<file path="src/rtl/rgb_reader_pkg.sv">
// rgb_reader_pkg: shared FSM state type and luma constants for the RGB stream reader
package rgb_reader_pkg;
  typedef enum logic [2:0] {IDLE, RD0, RD1, RD2, CAP, HOLD} state_t;
  localparam logic [7:0] LUMA_R = 8'd77;
  localparam logic [7:0] LUMA_G = 8'd150;
  localparam logic [7:0] LUMA_B = 8'd29;
  localparam int LUMA_SHIFT = 8;
endpackage

</file>
<file path="src/rtl/rgb_luma.sv">
// rgb_luma: combinational weighted luma (77R + 150G + 29B) >> 8 on a 16-bit sum
module rgb_luma
  import rgb_reader_pkg::*;
(
  input  logic [7:0] i_red,
  input  logic [7:0] i_green,
  input  logic [7:0] i_blue,
  output logic [7:0] o_gray
);
  logic [15:0] w_sum;
  assign w_sum = {8'd0, LUMA_R} * {8'd0, i_red} + {8'd0, LUMA_G} * {8'd0, i_green}
               + {8'd0, LUMA_B} * {8'd0, i_blue};
  assign o_gray = 8'(w_sum >> LUMA_SHIFT);
endmodule

</file>
<file path="src/rtl/rgb_stream_reader.sv">
// rgb_stream_reader: reads packed R,G,B bytes from memory and streams one pixel per valid/ready handshake
// Optional gray_o output and luma logic when RGB_READER_GRAY_EN is defined.
module rgb_stream_reader
  import rgb_reader_pkg::*;
#(
  parameter int ADDR_W     = 16,
  parameter int NUM_PIXELS = 17066
) (
  input  logic              clk,
  input  logic              rst,
  input  logic              start_i,
  input  logic [ADDR_W-1:0] base_addr_i,
  output logic              mem_rd_o,
  output logic [ADDR_W-1:0] mem_addr_o,
  input  logic [7:0]        mem_data_i,
  output logic [7:0]        red_o,
  output logic [7:0]        green_o,
  output logic [7:0]        blue_o,
  output logic              valid_o,
  input  logic              ready_i,
  output logic              busy_o,
  output logic              done_o
`ifdef RGB_READER_GRAY_EN
  ,
  output logic [7:0]        gray_o
`endif
);
  localparam int CW = NUM_PIXELS > 0 ? $clog2(NUM_PIXELS + 1) : 1;
  localparam logic [CW-1:0] LAST = CW'(NUM_PIXELS > 0 ? NUM_PIXELS - 1 : 0);
  state_t r_state, w_next;
  logic [ADDR_W-1:0] r_addr, w_addr;
  logic [CW-1:0] r_cnt;
  logic [7:0] r_red_stg, r_grn_stg;
  logic w_xfer, w_last;
  assign w_xfer = valid_o && ready_i;
  assign w_last = w_xfer && r_cnt == LAST;
  assign w_addr = (r_state == IDLE && start_i) ? base_addr_i :
                  (r_state == HOLD && w_xfer) ? r_addr + ADDR_W'(3) : r_addr;
  always_comb begin
    w_next = r_state;
    unique case (r_state)
      IDLE:    w_next = (start_i && NUM_PIXELS != 0) ? RD0 : IDLE;
      RD0:     w_next = RD1;
      RD1:     w_next = RD2;
      RD2:     w_next = CAP;
      CAP:     w_next = HOLD;
      HOLD:    w_next = !w_xfer ? HOLD : w_last ? IDLE : RD0;
      default: w_next = IDLE;
    endcase
  end
`ifdef RGB_READER_GRAY_EN
  logic [7:0] w_gray;
  rgb_luma u_luma (.i_red(r_red_stg), .i_green(r_grn_stg), .i_blue(mem_data_i), .o_gray(w_gray));
  always_ff @(posedge clk)
    if (rst) gray_o <= '0;
    else if (r_state == CAP) gray_o <= w_gray;
`endif
  // Output strobes are registered from the next state so they line up with the state they describe.
  always_ff @(posedge clk) begin
    if (rst) begin
      r_state    <= IDLE;
      r_addr     <= '0;
      r_cnt      <= '0;
      r_red_stg  <= '0;
      r_grn_stg  <= '0;
      red_o      <= '0;
      green_o    <= '0;
      blue_o     <= '0;
      valid_o    <= 1'b0;
      mem_rd_o   <= 1'b0;
      mem_addr_o <= '0;
      busy_o     <= 1'b0;
      done_o     <= 1'b0;
    end else begin
      r_state    <= w_next;
      r_addr     <= w_addr;
      r_cnt      <= r_state == IDLE ? '0 : w_xfer ? r_cnt + CW'(1) : r_cnt;
      r_red_stg  <= r_state == RD1 ? mem_data_i : r_red_stg;
      r_grn_stg  <= r_state == RD2 ? mem_data_i : r_grn_stg;
      red_o      <= r_state == CAP ? r_red_stg : red_o;
      green_o    <= r_state == CAP ? r_grn_stg : green_o;
      blue_o     <= r_state == CAP ? mem_data_i : blue_o;
      valid_o    <= r_state == CAP ? 1'b1 : w_xfer ? 1'b0 : valid_o;
      mem_rd_o   <= w_next == RD0 || w_next == RD1 || w_next == RD2;
      mem_addr_o <= w_next == RD1 ? w_addr + ADDR_W'(1) : w_next == RD2 ? w_addr + ADDR_W'(2) : w_addr;
      busy_o     <= w_next != IDLE;
      done_o     <= (r_state == IDLE && start_i && NUM_PIXELS == 0) || w_last;
    end
  end
endmodule
</file>
<file path="config.mk">
export PLATFORM = sky130hd
export DESIGN_NAME = rgb_stream_reader
export DESIGN_NICKNAME = d
export VERILOG_FILES = /design/src/rtl/rgb_reader_pkg.sv /design/src/rtl/rgb_luma.sv /design/src/rtl/rgb_stream_reader.sv
export SDC_FILE = /design/constraint.sdc
export NUM_CORES = 1
export LEC_CHECK = 0
export BUFFER_PORTS_ARGS = -buffer_cell sky130_fd_sc_hd__buf_4
export CAP_MARGIN = 40
export CORE_MARGIN = 8
export CORE_UTILIZATION = 60
export DETAILED_ROUTE_END_ITERATION = 7
export PLACE_DENSITY = 0.9
export SYNTH_ARGS = -nofsm -noshare
export SYNTH_HDL_FRONTEND = slang
export SYNTH_SLANG_ARGS = --single-unit
</file>
<file path="constraint.sdc">
create_clock -name clk -period 5.1 [get_ports clk]
set_clock_uncertainty 0.1 [all_clocks]
set_input_delay 0.51 -clock clk [delete_from_list [all_inputs] [get_ports clk]]
set_output_delay 0.51 -clock clk [all_outputs]
set_load 0.01 [all_outputs]
</file>
# [After elaboration in Yosys (flattened, before gate mapping)]
# Index checks and enable logic that the tools add are counted.
[word_totals] input_bits=28 elab_cells=46 register_bits=94 out_inout_bits=44
[op_classes] muxes=10 n_eq_ne=9 addsub=4 reduce_logical=10
[ops] operator="2-to-1 mux 16 bit" n=4
[ops] operator="adder 16 x 2 -> 16 bit (second input constant)" n=2
[ops] operator="case mux 3 bit (6 select lines)" n=1
[ops] operator="adder 16 x 1 -> 16 bit (second input constant)" n=1
[ops] operator="adder 15 x 1 -> 15 bit (second input constant)" n=1
[ops] operator="== test 15 bit (second input constant)" n=1
[ops] operator="== test 3 x 2 -> 1 bit (second input constant)" n=4
[ops] operator="== test 3 x 1 -> 1 bit (second input constant)" n=2
[ops] operator="== test 3 bit (second input constant)" n=2
[ops] operator="logical AND 1 bit" n=4
[ops] operator="2-to-1 mux 1 bit" n=4
[ops] operator="zero test 3 bit" n=1
[ops] operator="2-to-1 mux 3 bit" n=1
[ops] operator="nonzero test 3 bit" n=1
[ops] operator="logical OR 1 bit" n=2
[ops] operator="nonzero test 2 bit" n=1
[ops] operator="OR reduction 2 bit" n=1

# [Depth between registers and ports, before layout]
[logic_depth] word_depth=8 depth_mapped=14 depth_no_buf=13

# [Worst setup path before layout]
# Ideal clock, no wire load.
[synth_path] path_type="input to register" start="input start_i" end="register mem_addr_o[14]" path_buffers=3 setup_time_ns=0.121 setup_slack_ns=1.592 stages=14 t_arrival_ns=3.288 t_required_ns=4.879 cell_sequence="or4b_2 buf_2 buf_1 clkbuf_1 nand2_1 o21ai_0 inv_1 ha_1 nand2_1 a21oi_1 o2111a_1 nand2_1 nor4_1 mux2_2"
[synth_between] elab_chain_cells=5 elab_cells_between_ends=10 classes_between="add/sub (2); eq/ne (2); mux (5); reduce/logical (1)"
[synth_lines] item="from (decl)" line="rgb_stream_reader.sv:11" rtl="input logic start_i,"
[synth_lines] item="logical AND 1 bit *"
[synth_lines] item="2-to-1 mux 16 bit *" line="rgb_stream_reader.sv:37" rtl="assign w_addr = (r_state == IDLE && start_i) ? base_addr_i :"
[synth_lines] item="net w_addr[0]" line="rgb_stream_reader.sv:31" rtl="logic [ADDR_W-1:0] r_addr, w_addr;"
[synth_lines] item="adder 16 x 2 -> 16 bit" line="rgb_stream_reader.sv:85" rtl="mem_addr_o <= w_next == RD1 ? w_addr + ADDR_W'(1) : w_next == RD2 ? w_addr + ADDR_W'(2) : w_addr;"
[synth_lines] item="2-to-1 mux 16 bit" line="rgb_stream_reader.sv:85"
[synth_lines] item="2-to-1 mux 16 bit *" line="rgb_stream_reader.sv:85"
[synth_lines] item="to (signal assigned)" line="rgb_stream_reader.sv:85"
[synth_lines] item="to (decl)" line="rgb_stream_reader.sv:14" rtl="output logic [ADDR_W-1:0] mem_addr_o,"
# The timed path passes the listed nets; every way through them passes the cells marked *.
# A chain may end at the register's enable or synchronous reset.

# [Final worst setup path]
[layout_path] start="register r_state[2]" end="register mem_addr_o[14]"
[layout_between] elab_chain_cells=7 elab_cells_between_ends=17 classes_between="add/sub (2); eq/ne (7); mux (5); reduce/logical (3)"
[layout_lines] item="from (decl)" line="rgb_stream_reader.sv:30" rtl="state_t r_state, w_next;"
[layout_lines] item="from (signal assigned)" line="rgb_stream_reader.sv:75" rtl="r_state <= w_next;"
[layout_lines] item="== test 3 bit" line="rgb_stream_reader.sv:38" rtl="(r_state == HOLD && w_xfer) ? r_addr + ADDR_W'(3) : r_addr;"
[layout_lines] item="logical AND 1 bit" line="rgb_stream_reader.sv:38"
[layout_lines] item="2-to-1 mux 16 bit" line="rgb_stream_reader.sv:38"
[layout_lines] item="2-to-1 mux 16 bit *" line="rgb_stream_reader.sv:37"
[layout_lines] item="net w_addr[0]" line="rgb_stream_reader.sv:31"
[layout_lines] item="adder 16 x 2 -> 16 bit" line="rgb_stream_reader.sv:85"
[layout_lines] item="2-to-1 mux 16 bit" line="rgb_stream_reader.sv:85"
[layout_lines] item="2-to-1 mux 16 bit *" line="rgb_stream_reader.sv:85"
# Marked as above.

==> impl_metrics.toml <==
[clock_network]
cts_resized = 0
h-tree-depth = 3
cts_hold_buf = 0
cts_tree = "built"
cts_root_buffer = "clkbuf_8"
cts_setup_buffers = 0
insertion_delay_ns = 0.37
cts_made_buffers = 9
clock_sinks = 94
clock_path_buffers = 2
clk_pin_slew_worst_paths_ns = 0.09

[logic_synthesis]
ys_ff_latch = 94
ys_warn_count = 0
synth_area_leaders = "dfxtp_1, nand2_1, a21oi_1"
synth.top_cell.area_share = 0.4544
synth_edf_count = 0
syn_nets = 546
async_flop_share = 0
yosysTopAreaCell = "dfxtp_1"
syn_area_per_cell_um2 = 8.073
ys_types = 53
syn_inst = 513
synth_ff_type = "dfxtp_1"
synth_area_um2 = 4141
seq_area_frac_synth = 0.4544

[floorplanning]
fp.dieH_um = 99.08
rows = 30
pin_count = 72
coreArea_um2 = 6756
start_util = 0.6130
chipWidth_um = 99.08
die-area_um2 = 9817

[pwr]
seqPwrFrac = 0.523
power_leakage_nw = 1.907
clockPowerShare = 0.320
p_switching_w = 0.0004355
power_density_nw_per_um2 = 313.8
p_int_w = 0.001105
ir_worst_vdd_v = 0.0001568
swShare = 0.2826
p_comb_frac = 0.157

[global_route]
grt_pass1_wl_um = 16910
track_usage = 0.2079
grt_max_degree = 80
first_global_vias = 3588
grt.overflow.total = 0
antenna_found_initial = 0

[routing]
routed_wl_um = 10120
ant_nets = 0
num_vias = 3838
via_per_inst = 5.842
wire_per_inst_um = 15.40
first_pass_iters = 5
drc_errors = 0
drtIter0Drc = 386

[worst_setup_path]
reg2reg_to = "mem_addr_o[14]$_SDFF_PP0_"
regToRegSetupSlack_ns = 1.39
cp.required_ns = 5.25
worstPathArrival_ns = 3.87
cp_max_fo = 28
r2r_cells = 11
crit_path_end_kind = "flop"
worst_setup_path_start_kind = "flop"
critical_path_class = "flop to flop"
rr_startpoint = "r_state[2]$_SDFF_PP0_"

[timing]
rsz0062_at_grt = "false"
drv_slew = 0
timing.final.crit_share = 0.7280
fin_tns_setup_ns = 0
max-slew-margin-rel = 0.4805
hold_viol = 0
setup_violations = 0
worst_slew_pin_slew_ns = 0.7792
fmax_mhz = 269.4
worst_slack_ns = 1.387
timing.final.crit_period_ns = 3.713

[cells_and_area]
fill_cells = 500
n_antenna_cell = 0
drive_gt1_frac = 0.1802
areaGrowthSynthToFinish_pct = 18.55
final_nets = 605

[place]
place_ws_ns = 1.443
portBuffers = 71
gp_congestion = 0.9123
dp_hpwl_um = 7150

[min_path]
min_path_type = "input port to flop"
hold-path-endpoint = "r_grn_stg[5]$_SDFFE_PP0N_"
hp-start = "mem_data_i[5]"
min_path_cells = 3

[job]
cap_viol_max_count = 0

[outcome]
status = "finished clean"
[per-stage QoR]
step / util / total power [W] / hold WS [ns] / cell area (um2) / cells
after detailed placement: 0.6974 / 0.001060 / 0.3449 / 4712 / 641
after CTS: 0.7267 / 0.001542 / 0.3053 / 4910 / 657
after floorplan: - / 0.0009703 / 0.3321 / 4141 / 513
after global placement: 0.6952 / 0.001053 / 0.3361 / 4697 / 640
final: 0.7267 / 0.001541 / 0.3061 / 4910 / 657
after global routing: 0.7267 / 0.001611 / 0.3121 / 4910 / 657
[cells in the mapped netlist (all sizes together), types with 2 or more instances]
| master | n |
|---|---|
| nor2 | 59 |
| nand3 | 14 |
| a31oi | 6 |
| a211oi | 6 |
| o31ai | 2 |
| or2 | 2 |
| xor2 | 17 |
| clkbuf | 21 |
| o21ai | 8 |
| nor3 | 13 |
| nor2b | 8 |
| buf | 5 |
| nand2b | 7 |
| nand4 | 9 |
| or4 | 6 |
| and2 | 3 |
| ha | 5 |
| nor4b | 3 |
| inv | 9 |
| and3 | 5 |
| nand3b | 3 |
| xnor2 | 10 |
| o211ai | 3 |
| or3 | 6 |
| mux2 | 6 |
| a21oi | 49 |
| dfxtp | 94 |
| nor4 | 7 |
| nand2 | 107 |
[how the worst max path moves through the flow]
stage	to	startpoint
2_1_floorplan	mem_addr_o[14]$_SDFF_PP0_	start_i
3_3_place_gp	mem_addr_o[14]$_SDFF_PP0_	start_i
3_5_place_dp	mem_addr_o[14]$_SDFF_PP0_	start_i
4_1_cts	mem_addr_o[14]$_SDFF_PP0_	r_state[2]$_SDFF_PP0_
5_1_grt	mem_addr_o[14]$_SDFF_PP0_	r_state[2]$_SDFF_PP0_
6_report	mem_addr_o[14]$_SDFF_PP0_	r_state[2]$_SDFF_PP0_
[final cells by class]
class,count,area [um2],area share
multi-input cells,383,2130,0.4337
flip-flops and latches,94,1882,0.3833
repair buffers,74,563.0,0.1147
clock buffers,10,127.6,0.02599
well taps,80,100.1,0.02039
clock inverters,6,70.07,0.01427
inverters,10,37.54,0.007645
[worst max-delay path, stage by stage, from the launching register on]
cell and delay (ns):
dfxtp_1 0.48, or4b_2 1.05, nand2_1 0.13, o21ai_0 0.17, inv_1 0.10, ha_1 0.17
nand2_1 0.06, a21oi_1 0.16, o2111a_1 0.32, nand2_1 0.14, nor4_1 0.34, mux2_2 0.36
[cell families (layout without fill, tap and decap cells)]
| group | after synthesis | after routing | synth area share |
|---|---|---|---|
| AND/OR/NAND/NOR | 257 | 257 | 0.2961 |
| buffers and inverters | 36 | 100 | 0.03293 |
| AO/OA/AOI/OAI | 87 | 87 | 0.1257 |
| adder cells (fa/ha/maj) | 5 | 5 | 0.01511 |
| flip-flops | 94 | 94 | 0.4544 |
| XOR/XNOR | 27 | 27 | 0.05710 |
| multiplexers | 7 | 7 | 0.01873 |
[routing by layer]
metal  track usage  part of all wire
met4       0.07800             0.020
met1        0.2617              0.44
met5             0                 0
met2        0.3300              0.47
met3       0.05779             0.076
[state kept, by name (all words and copies together) (netlist names), 8 cells and up]
register	cells
mem_addr_o	16
r_red_stg	8
blue_o	8
r_cnt	15
green_o	8
red_o	8
r_addr	16
r_grn_stg	8
[power by group through the flow]
stage               logic (W)  registers, W  clock network [W]
detailed placement   0.000239      0.000821                  0
CTS                  0.000241      0.000804           0.000496
floorplan            0.000151      0.000820                  0
global placement     0.000234      0.000819                  0
global route         0.000268      0.000812           0.000531
finish               0.000243      0.000805           0.000493
[cell usage in the layout, fill, tap and decap left out, drive strengths merged, types with 3 or more instances in the layout]
cell type / n
xnor2: 10
ha: 5
o211ai: 3
nor2b: 8
and3: 5
mux2: 6
nand4: 9
nand3b: 3
nor2: 59
and2: 3
clkinv: 5
xor2: 17
buf: 74
nor4b: 3
or3: 6
or4: 6
nor4: 7
nand2: 107
nand2b: 7
a31oi: 6
nor3: 13
clkbuf: 10
a211oi: 6
a21oi: 49
nand3: 14
inv: 10
dfxtp: 94
o21ai: 8
(Power assumes the default switching activity.)
